### src/rtl/draw_ctrl.sv
`default_nettype none
// ============================================================================
// Module   : draw_ctrl
// Desc     : DXYN draw sequencer: reads Vx/Vy, issues one draw-engine request,
//            then writes the collision flag to VF. Define DRAW_CTRL_CLIP_EN for
//            bottom-edge clipping of the row count.
// Revision : 1.0  initial release
// ============================================================================
module draw_ctrl (
    input  logic        clk,
    input  logic        rst,
    input  logic        req,
    input  logic [15:0] opcode,
    input  logic [15:0] I,
    output logic        ack,
    output logic        err,
    output logic [3:0]  reg_raddr,
    input  logic [7:0]  reg_rdata,
    output logic        reg_we,
    output logic [3:0]  reg_waddr,
    output logic [7:0]  reg_wdata,
    output logic        draw_en,
    output logic [15:0] draw_I,
    output logic [10:0] draw_start_pix,
    output logic [3:0]  draw_nibbles,
    input  logic        draw_busy,
    input  logic        draw_col
);

    typedef enum logic [2:0] {
        IDLE      = 3'd0,
        RD_X      = 3'd1,
        RD_Y      = 3'd2,
        WAIT_IDLE = 3'd3,
        ISSUE     = 3'd4,
        WAIT_DONE = 3'd5,
        WR_VF     = 3'd6
    } state_t;

    state_t      state;
    state_t      state_nx;

    logic [7:0]  op_q;
    logic [15:0] base_q;
    logic [5:0]  x_q;
    logic [4:0]  y_q;
    logic        col_acc;
    logic        first_q;

    logic [3:0]  raddr_nx;
    logic [3:0]  waddr_nx;
    logic [7:0]  wdata_nx;
    logic [3:0]  nib_nx;
    logic        ack_nx;
    logic        err_nx;
    logic        we_nx;
    logic        en_nx;

    // Only the low six bits of a register select a pixel position.
    logic        unused_rdata;
    assign unused_rdata = &{1'b0, reg_rdata[7:6]};

`ifdef DRAW_CTRL_CLIP_EN
    logic [5:0]  rows_left;
    assign rows_left = 6'd32 - {1'b0, y_q};

    // y + N > 32 is the same test as N > 32 - y, and avoids a wider adder.
    always_comb begin
        nib_nx = op_q[3:0];
        if ((op_q[3:0] != 4'd0) && ({2'b00, op_q[3:0]} > rows_left)) begin
            nib_nx = rows_left[3:0];
        end
    end
`else
    assign nib_nx = op_q[3:0];
`endif

    always_ff @(posedge clk or posedge rst) begin
        if (rst) begin
            state <= IDLE;
        end else begin
            state <= state_nx;
        end
    end

    always_comb begin
        state_nx = state;
        raddr_nx = reg_raddr;
        waddr_nx = 4'h0;
        wdata_nx = 8'h00;
        ack_nx   = 1'b0;
        err_nx   = 1'b0;
        we_nx    = 1'b0;
        en_nx    = 1'b0;
        case (state)
            IDLE: begin
                if (req) begin
                    if (opcode[15:12] == 4'hD) begin
                        raddr_nx = opcode[11:8];
                        state_nx = RD_X;
                    end else begin
                        ack_nx = 1'b1;
                        err_nx = 1'b1;
                    end
                end
            end
            RD_X: begin
                raddr_nx = op_q[7:4];
                state_nx = RD_Y;
            end
            RD_Y: begin
                state_nx = WAIT_IDLE;
            end
            WAIT_IDLE: begin
                if (!draw_busy) begin
                    en_nx    = 1'b1;
                    state_nx = ISSUE;
                end
            end
            ISSUE: begin
                state_nx = WAIT_DONE;
            end
            WAIT_DONE: begin
                // The engine may not have raised busy yet in the first cycle.
                if (!first_q && !draw_busy) begin
                    we_nx    = 1'b1;
                    waddr_nx = 4'hF;
                    wdata_nx = {7'b0, col_acc | draw_col};
                    ack_nx   = 1'b1;
                    state_nx = WR_VF;
                end
            end
            WR_VF: begin
                state_nx = IDLE;
            end
            default: begin
                state_nx = IDLE;
            end
        endcase
    end

    always_ff @(posedge clk or posedge rst) begin
        if (rst) begin
            op_q           <= 8'h00;
            base_q         <= 16'h0000;
            x_q            <= 6'd0;
            y_q            <= 5'd0;
            col_acc        <= 1'b0;
            first_q        <= 1'b0;
            reg_raddr      <= 4'h0;
            reg_we         <= 1'b0;
            reg_waddr      <= 4'h0;
            reg_wdata      <= 8'h00;
            ack            <= 1'b0;
            err            <= 1'b0;
            draw_en        <= 1'b0;
            draw_I         <= 16'h0000;
            draw_start_pix <= 11'd0;
            draw_nibbles   <= 4'h0;
        end else begin
            reg_raddr <= raddr_nx;
            reg_we    <= we_nx;
            reg_waddr <= waddr_nx;
            reg_wdata <= wdata_nx;
            ack       <= ack_nx;
            err       <= err_nx;
            draw_en   <= en_nx;
            if ((state == IDLE) && req) begin
                op_q   <= opcode[7:0];
                base_q <= I;
            end
            if (state == RD_X) begin
                x_q <= reg_rdata[5:0];
            end
            if (state == RD_Y) begin
                y_q <= reg_rdata[4:0];
            end
            if (en_nx) begin
                draw_I         <= base_q;
                draw_start_pix <= {y_q, x_q};
                draw_nibbles   <= nib_nx;
            end
            if (state == ISSUE) begin
                col_acc <= 1'b0;
                first_q <= 1'b1;
            end else if (state == WAIT_DONE) begin
                col_acc <= col_acc | draw_col;
                first_q <= 1'b0;
            end
        end
    end

endmodule
`default_nettype wire

### config.mk
export PLATFORM = sky130hd
export DESIGN_NAME = draw_ctrl
export DESIGN_NICKNAME = d
export VERILOG_FILES = /design/src/rtl/draw_ctrl.sv
export SDC_FILE = /design/constraint.sdc
export NUM_CORES = 1
export LEC_CHECK = 0
export BUFFER_PORTS_ARGS = -buffer_cell sky130_fd_sc_hd__buf_2
export CELL_PAD_IN_SITES_DETAIL_PLACEMENT = 1
export CELL_PAD_IN_SITES_GLOBAL_PLACEMENT = 2
export CORE_MARGIN = 2
export CORE_UTILIZATION = 34
export CTS_CLUSTER_DIAMETER = 100
export DETAILED_ROUTE_END_ITERATION = 8
export GPL_ROUTABILITY_DRIVEN = 0
export PLACE_DENSITY_LB_ADDON = 0.2
export RECOVER_POWER = 50
export SLEW_MARGIN = 20
export SYNTH_ARGS = -nofsm -noshare
export SYNTH_HDL_FRONTEND = slang
export SYNTH_SLANG_ARGS = --single-unit
### constraint.sdc
create_clock -name clk -period 3.3 [get_ports clk]
set_input_delay 0.99 -clock clk [delete_from_list [all_inputs] [get_ports clk]]
set_output_delay 0.99 -clock clk [all_outputs]
set_load 0.005 [all_outputs]
# --- Yosys cells after proc, flatten, opt, wreduce, memory -nomap -nowiden ---
# Index checks and enable logic that the tools add are counted.
totals:
  register_bits: 91
  wordCells: 61
  out_inout_bits: 51
  input_bits: 45
op_classes:
  n_bitwise: 1
  eq_ne: 10
  muxes: 24
  reduce_logical: 9
op_table:
  columns: ["cell", "count"]
  rows:
  - ["3-bit case mux with 6 select lines", 1]
  - ["4-bit 2-to-1 mux", 4]
  - ["1-bit 2-to-1 mux", 13]
  - ["3-bit 2-to-1 mux", 4]
  - ["2-bit inequality test, second input constant", 4]
  - ["4-bit case mux with 2 select lines", 1]
  - ["3-bit by 2-bit == test with 1-bit output, second input constant", 2]
  - ["3-bit == test, second input constant", 2]
  - ["4-bit == test, second input constant", 1]
  - ["4-bit AND reduction", 1]
  - ["2-bit nonzero test", 2]
  - ["3-bit by 1-bit == test with 1-bit output, second input constant", 1]
  - ["3-bit zero test", 1]
  - ["3-bit AND reduction", 1]
  - ["1-bit logical AND", 2]
  - ["1-bit zero test", 2]
  - ["1-bit case mux with 2 select lines", 1]
  - ["1-bit OR", 1]

# --- Logic depth before layout (Yosys ltp) ---
logic_depth:
  depth_word: 4
  mapped_depth: 5
  mapped_depth_nobuf: 3

# --- Least setup slack after synthesis ---
# No wires, ideal clock.
synth_timing:
  path_type: "input to register"
  startpoint: "input draw_busy"
  endpoint: "register draw_I[0]"
  path_stages: 4
  setup_slack_ps: 1264
  arrival_time_ps: 1911
  setup_ps: 125
  required_ps: 3175
  path_buffers: 1
  cell_sequence: "nand2b_1 > nor2_2 > buf_2 > mux2_2"
synth_via:
  elab_chain_len: 2
synth_lines:
  columns: ["item", "line_no", "text"]
  rows:
  - ["start: declaration", "26", "input logic draw_busy,"]
  - ["1-bit 2-to-1 mux", "115", "if (!draw_busy) begin"]
  - ["1-bit 2-to-1 mux", "95", "case (state)"]
  - ["end signal: assignment", "179", "draw_I <= base_q;"]
  - ["end: declaration", "23", "output logic [15:0] draw_I,"]
# Every way passes these cells.
# A chain may end at the register's enable or synchronous reset.

# --- Worst setup path after layout ---
layout_timing:
  startpoint: "input req"
  endpoint: "register base_q[12]"
layout_via:
  elab_chain_len: 1
layout_lines:
  columns: ["item", "line_no", "text"]
  rows:
  - ["start: declaration", "12", "input logic req,"]
  - ["1-bit logical AND", "168", "if ((state == IDLE) && req) begin"]
  - ["end signal: assignment", "145", "base_q <= 16'h0000;"]
  - ["end signal: assignment", "170", "base_q <= I;"]
  - ["end: declaration", "44", "logic [15:0] base_q;"]
# Every way passes these cells.

==> impl_metrics.yaml <==
outcome:
  run_status: "finished, violations left"
  violations: "capacitance limit, slew limit"
floorplan:
  area_of_the_core_um2: 9200
  initial_core_util_pct: 35.0
  die-height_um: 101
  design.portCount: 96
  core.rowCount: 35
  die-area_um2: 10300
  die_w_um: 101
critical_path:
  worst_r2r_path_depth: 3
  cp-startpoint: "req"
  reg2reg_to: "base_q[12]$_DFFE_PP0P_"
  path_cells: "clkbuf_1 -> nor4b_1 -> buf_4 -> mux2_2"
  critical_path_fanouts_max: 23
  critical-path-max-stage-delay_ns: 0.53
  critPathRequiredTime_ns: 3.52
  worstSetupPathType: "primary input to flip-flop"
  endpoint: "base_q[12]$_DFFE_PP0P_"
  critical_path.slowest_cell: "sky130_fd_sc_hd__nor4b_1"
  reg2reg_from: "state[0]$_DFFE_PP0P_"
  worst-path-stages: 4
  timing.critical_path.max_delay_family: "buffers and inverters"
  cp-start-kind: "primary input"
  cp.buffers_inverters: 2
  signal_arrival_time_at_the_worst_endpoint_ns: 2.46
  reg2reg_setup_slack_ns: 1.21
  setup.worst_path.end_class: "flip-flop"
run:
  max_cap_violations: 1
logic_synthesis:
  ys_seq_area_share_pct: 62.2
  largest_cells_by_area_after_synthesis: "sky130_fd_sc_hd__dfrtp_1 (62%), sky130_fd_sc_hd__mux2_2 (23%), sky130_fd_sc_hd__buf_4 (3.0%)"
  yosysTopAreaCell: "sky130_fd_sc_hd__dfrtp_1"
  ys.warnings.count: 0
  synth_cell_count_leaders: "sky130_fd_sc_hd__dfrtp_1 (80), sky130_fd_sc_hd__mux2_2 (65), sky130_fd_sc_hd__buf_4 (13), sky130_fd_sc_hd__inv_1 (11), sky130_fd_sc_hd__o21ai_0 (6)"
  synth.cell_area_um2: 3220
  mean_instance_size_in_the_synthesized_netlist_um2: 14.8
  synth-edff-count: 0
  synth.ff_latch_count: 80
  post-synth-top-count-cell: "sky130_fd_sc_hd__dfrtp_1"
  synth_cell_types: 27
  number_of_cells_produced_by_synthesis: 217
  synthFlopType: "sky130_fd_sc_hd__dfrtp_1"
  synth.top_cell.area_share_pct: 62.2
  async_reset_ff_share_pct: 100
global_route:
  globalRouteMet2Util_pct: 19.8
  grt_pass1_wl_um: 10200
  grt_most_used_layer: "met2"
  global_route.usage.met3_pct: 3.45
  largest_net_degree_at_the_start_of_global_routing: 43
  via_count_of_the_first_global_routing_pass: 1986
  grt_antenna_before_repair: 0
  globalRouteTotalUtil_pct: 13.1
  global_route.usage.met1_pct: 17.6
  globalRouteOverflowTotal: 0
finish:
  layout-drive-gt1-share_pct: 55.5
  num_antenna_cells: 0
  area_delta_synth_final_pct: 21.8
  final_nets: 348
  layoutNonFillerInstCount: 419
pwr:
  power_density_nw_per_um2: 933
  p_leak_nw: 1.86
  report.power.total_w: 0.00365
  vdd_drop_max_mv: 0.302
clock_tree:
  cts_post_setup_buffers_inserted: 0
  cts_max_level: 3
  cts_root_buf: "sky130_fd_sc_hd__clkbuf_8"
  post_cts.resized_instances: 0
  cts_tree: "yes"
  clkLatencyLatePin_ns: 0.34
  max-clock-path-buffers: 2
  cts-buffers-inserted: 9
  clk_transition_reported_paths_ns: 0.09
  cts.sinks: 80
  cts_hold_buffers: 0
detailed_routing:
  detail_route.wl_per_cell_um: 15.0
  final_antenna_net_count: 0
  firstDrtPassIters: 4
  drtIter0Drc: 31
  wl_um: 6290
  number_of_vias_in_the_routed_layout: 1982
  via_per_inst: 4.73
  drc_errors: 0
worst_hold_path:
  hold_path.class: "flip-flop to flip-flop"
  min_delay_path_depth: 1
timing:
  layout_min_cycle_time_ns: 2.24
  worst-slew-pin-transition_ns: 1.79
  final.setup_skew_ns: 0.0124
  final-setup-viol-count: 0
  period_share_pct: 67.7
  report.final.slew_viol_count: 39
  achievable-frequency_mhz: 447
  grt_setup_unrepaired: "false"
  report.final.hold_viol_count: 0
  worst_slew_margin_rel_pct: -20.1
  setup_tns_ns: 0
placed_design:
  hpwl_um: 4400
  io_buffers: 86
  placed_cells_incl_taps: 403
[metal layers]
layer | routed length [um] | up-vias
li1 | - | 910
met1 | 2850 | 1011
met2 | 2990 | 51
met3 | 314 | 10
met4 | 137 | 0
met5 | 0 | -
[report_power, final]
group	internal, W	switching (W)	total, W	leakage (nW)
Sequential	0.00146	0.000260	0.00172	0.966
Combinational	0.000679	0.000445	0.00112	0.778
Clock	0.000449	0.000361	0.000810	0.113
Total	0.00259	0.00107	0.00365	1.86
[area by class of cell]
class	count	area (um2)
clock buffer	10	138
clock inverter	6	90.1
fill	990	5280
inverter	11	42.5
multi-input combinational	112	1030
sequential	80	2000
tap	111	139
timing repair buffer	89	472
[logic make-up (layout without fill, tap and decap cells)]
family / count (synthesis) / count (layout) / synth area share (%)
mux: 66 / 66 / 23.1
simple gates: 20 / 20 / 4.59
other cells: 1 / 7 / 0.117
compound gates: 19 / 19 / 3.97
flops: 80 / 80 / 62.2
buf+inv: 31 / 116 / 5.99
[per-stage QoR]
stage | hold WS [ns] | worst slack (ns) | util [%] | cell area [um2]
floorplan | 0.452 | 0.258 | - | 3240
global placement | 0.463 | 0.816 | 40.4 | 3710
detailed placement | 0.479 | 0.790 | 40.4 | 3710
CTS | 0.503 | 1.18 | 42.8 | 3940
global route | 0.521 | 0.950 | 42.6 | 3920
finish | 0.502 | 1.06 | 42.6 | 3920
[cells in the final DEF, fill, tap and decap left out, types with 2 or more instances in the layout]
master,netlist,routed
sky130_fd_sc_hd__buf_2,4,81
sky130_fd_sc_hd__dfrtp_1,80,80
sky130_fd_sc_hd__mux2_2,65,64
sky130_fd_sc_hd__inv_1,11,10
sky130_fd_sc_hd__clkbuf_8,0,10
sky130_fd_sc_hd__conb_1,1,7
sky130_fd_sc_hd__o21ai_0,6,6
sky130_fd_sc_hd__a221oi_1,5,5
sky130_fd_sc_hd__nor2_1,4,4
sky130_fd_sc_hd__or4b_2,4,4
sky130_fd_sc_hd__clkbuf_1,0,4
sky130_fd_sc_hd__nand2b_1,3,3
sky130_fd_sc_hd__a21oi_1,2,2
sky130_fd_sc_hd__a21o_1,2,2
sky130_fd_sc_hd__mux2_1,1,2
sky130_fd_sc_hd__bufinv_16,0,2
sky130_fd_sc_hd__buf_12,0,2
[registers in the layout, summed over array words and instances (netlist names)]
name and count:
reg_wdata 1, state 3, reg_raddr 4, y_q 5, draw_en 1, base_q 16
draw_start_pix 11, err 1, x_q 6, first_q 1, reg_waddr 1, op_q 8
draw_nibbles 4, draw_I 16, col_acc 1, ack 1
[worst min-delay path by stage]
stage,start,endpoint,slack (ns)
detailed placement,op_q[1]$_DFFE_PP0P_,op_q[1]$_DFFE_PP0P_,0.48
CTS,op_q[1]$_DFFE_PP0P_,op_q[1]$_DFFE_PP0P_,0.50
global route,base_q[15]$_DFFE_PP0P_,draw_I[15]$_DFFE_PP0P_,0.52
floorplan,op_q[1]$_DFFE_PP0P_,op_q[1]$_DFFE_PP0P_,0.45
finish,base_q[15]$_DFFE_PP0P_,draw_I[15]$_DFFE_PP0P_,0.50
global placement,op_q[1]$_DFFE_PP0P_,op_q[1]$_DFFE_PP0P_,0.46
(Power assumes the default switching activity.)
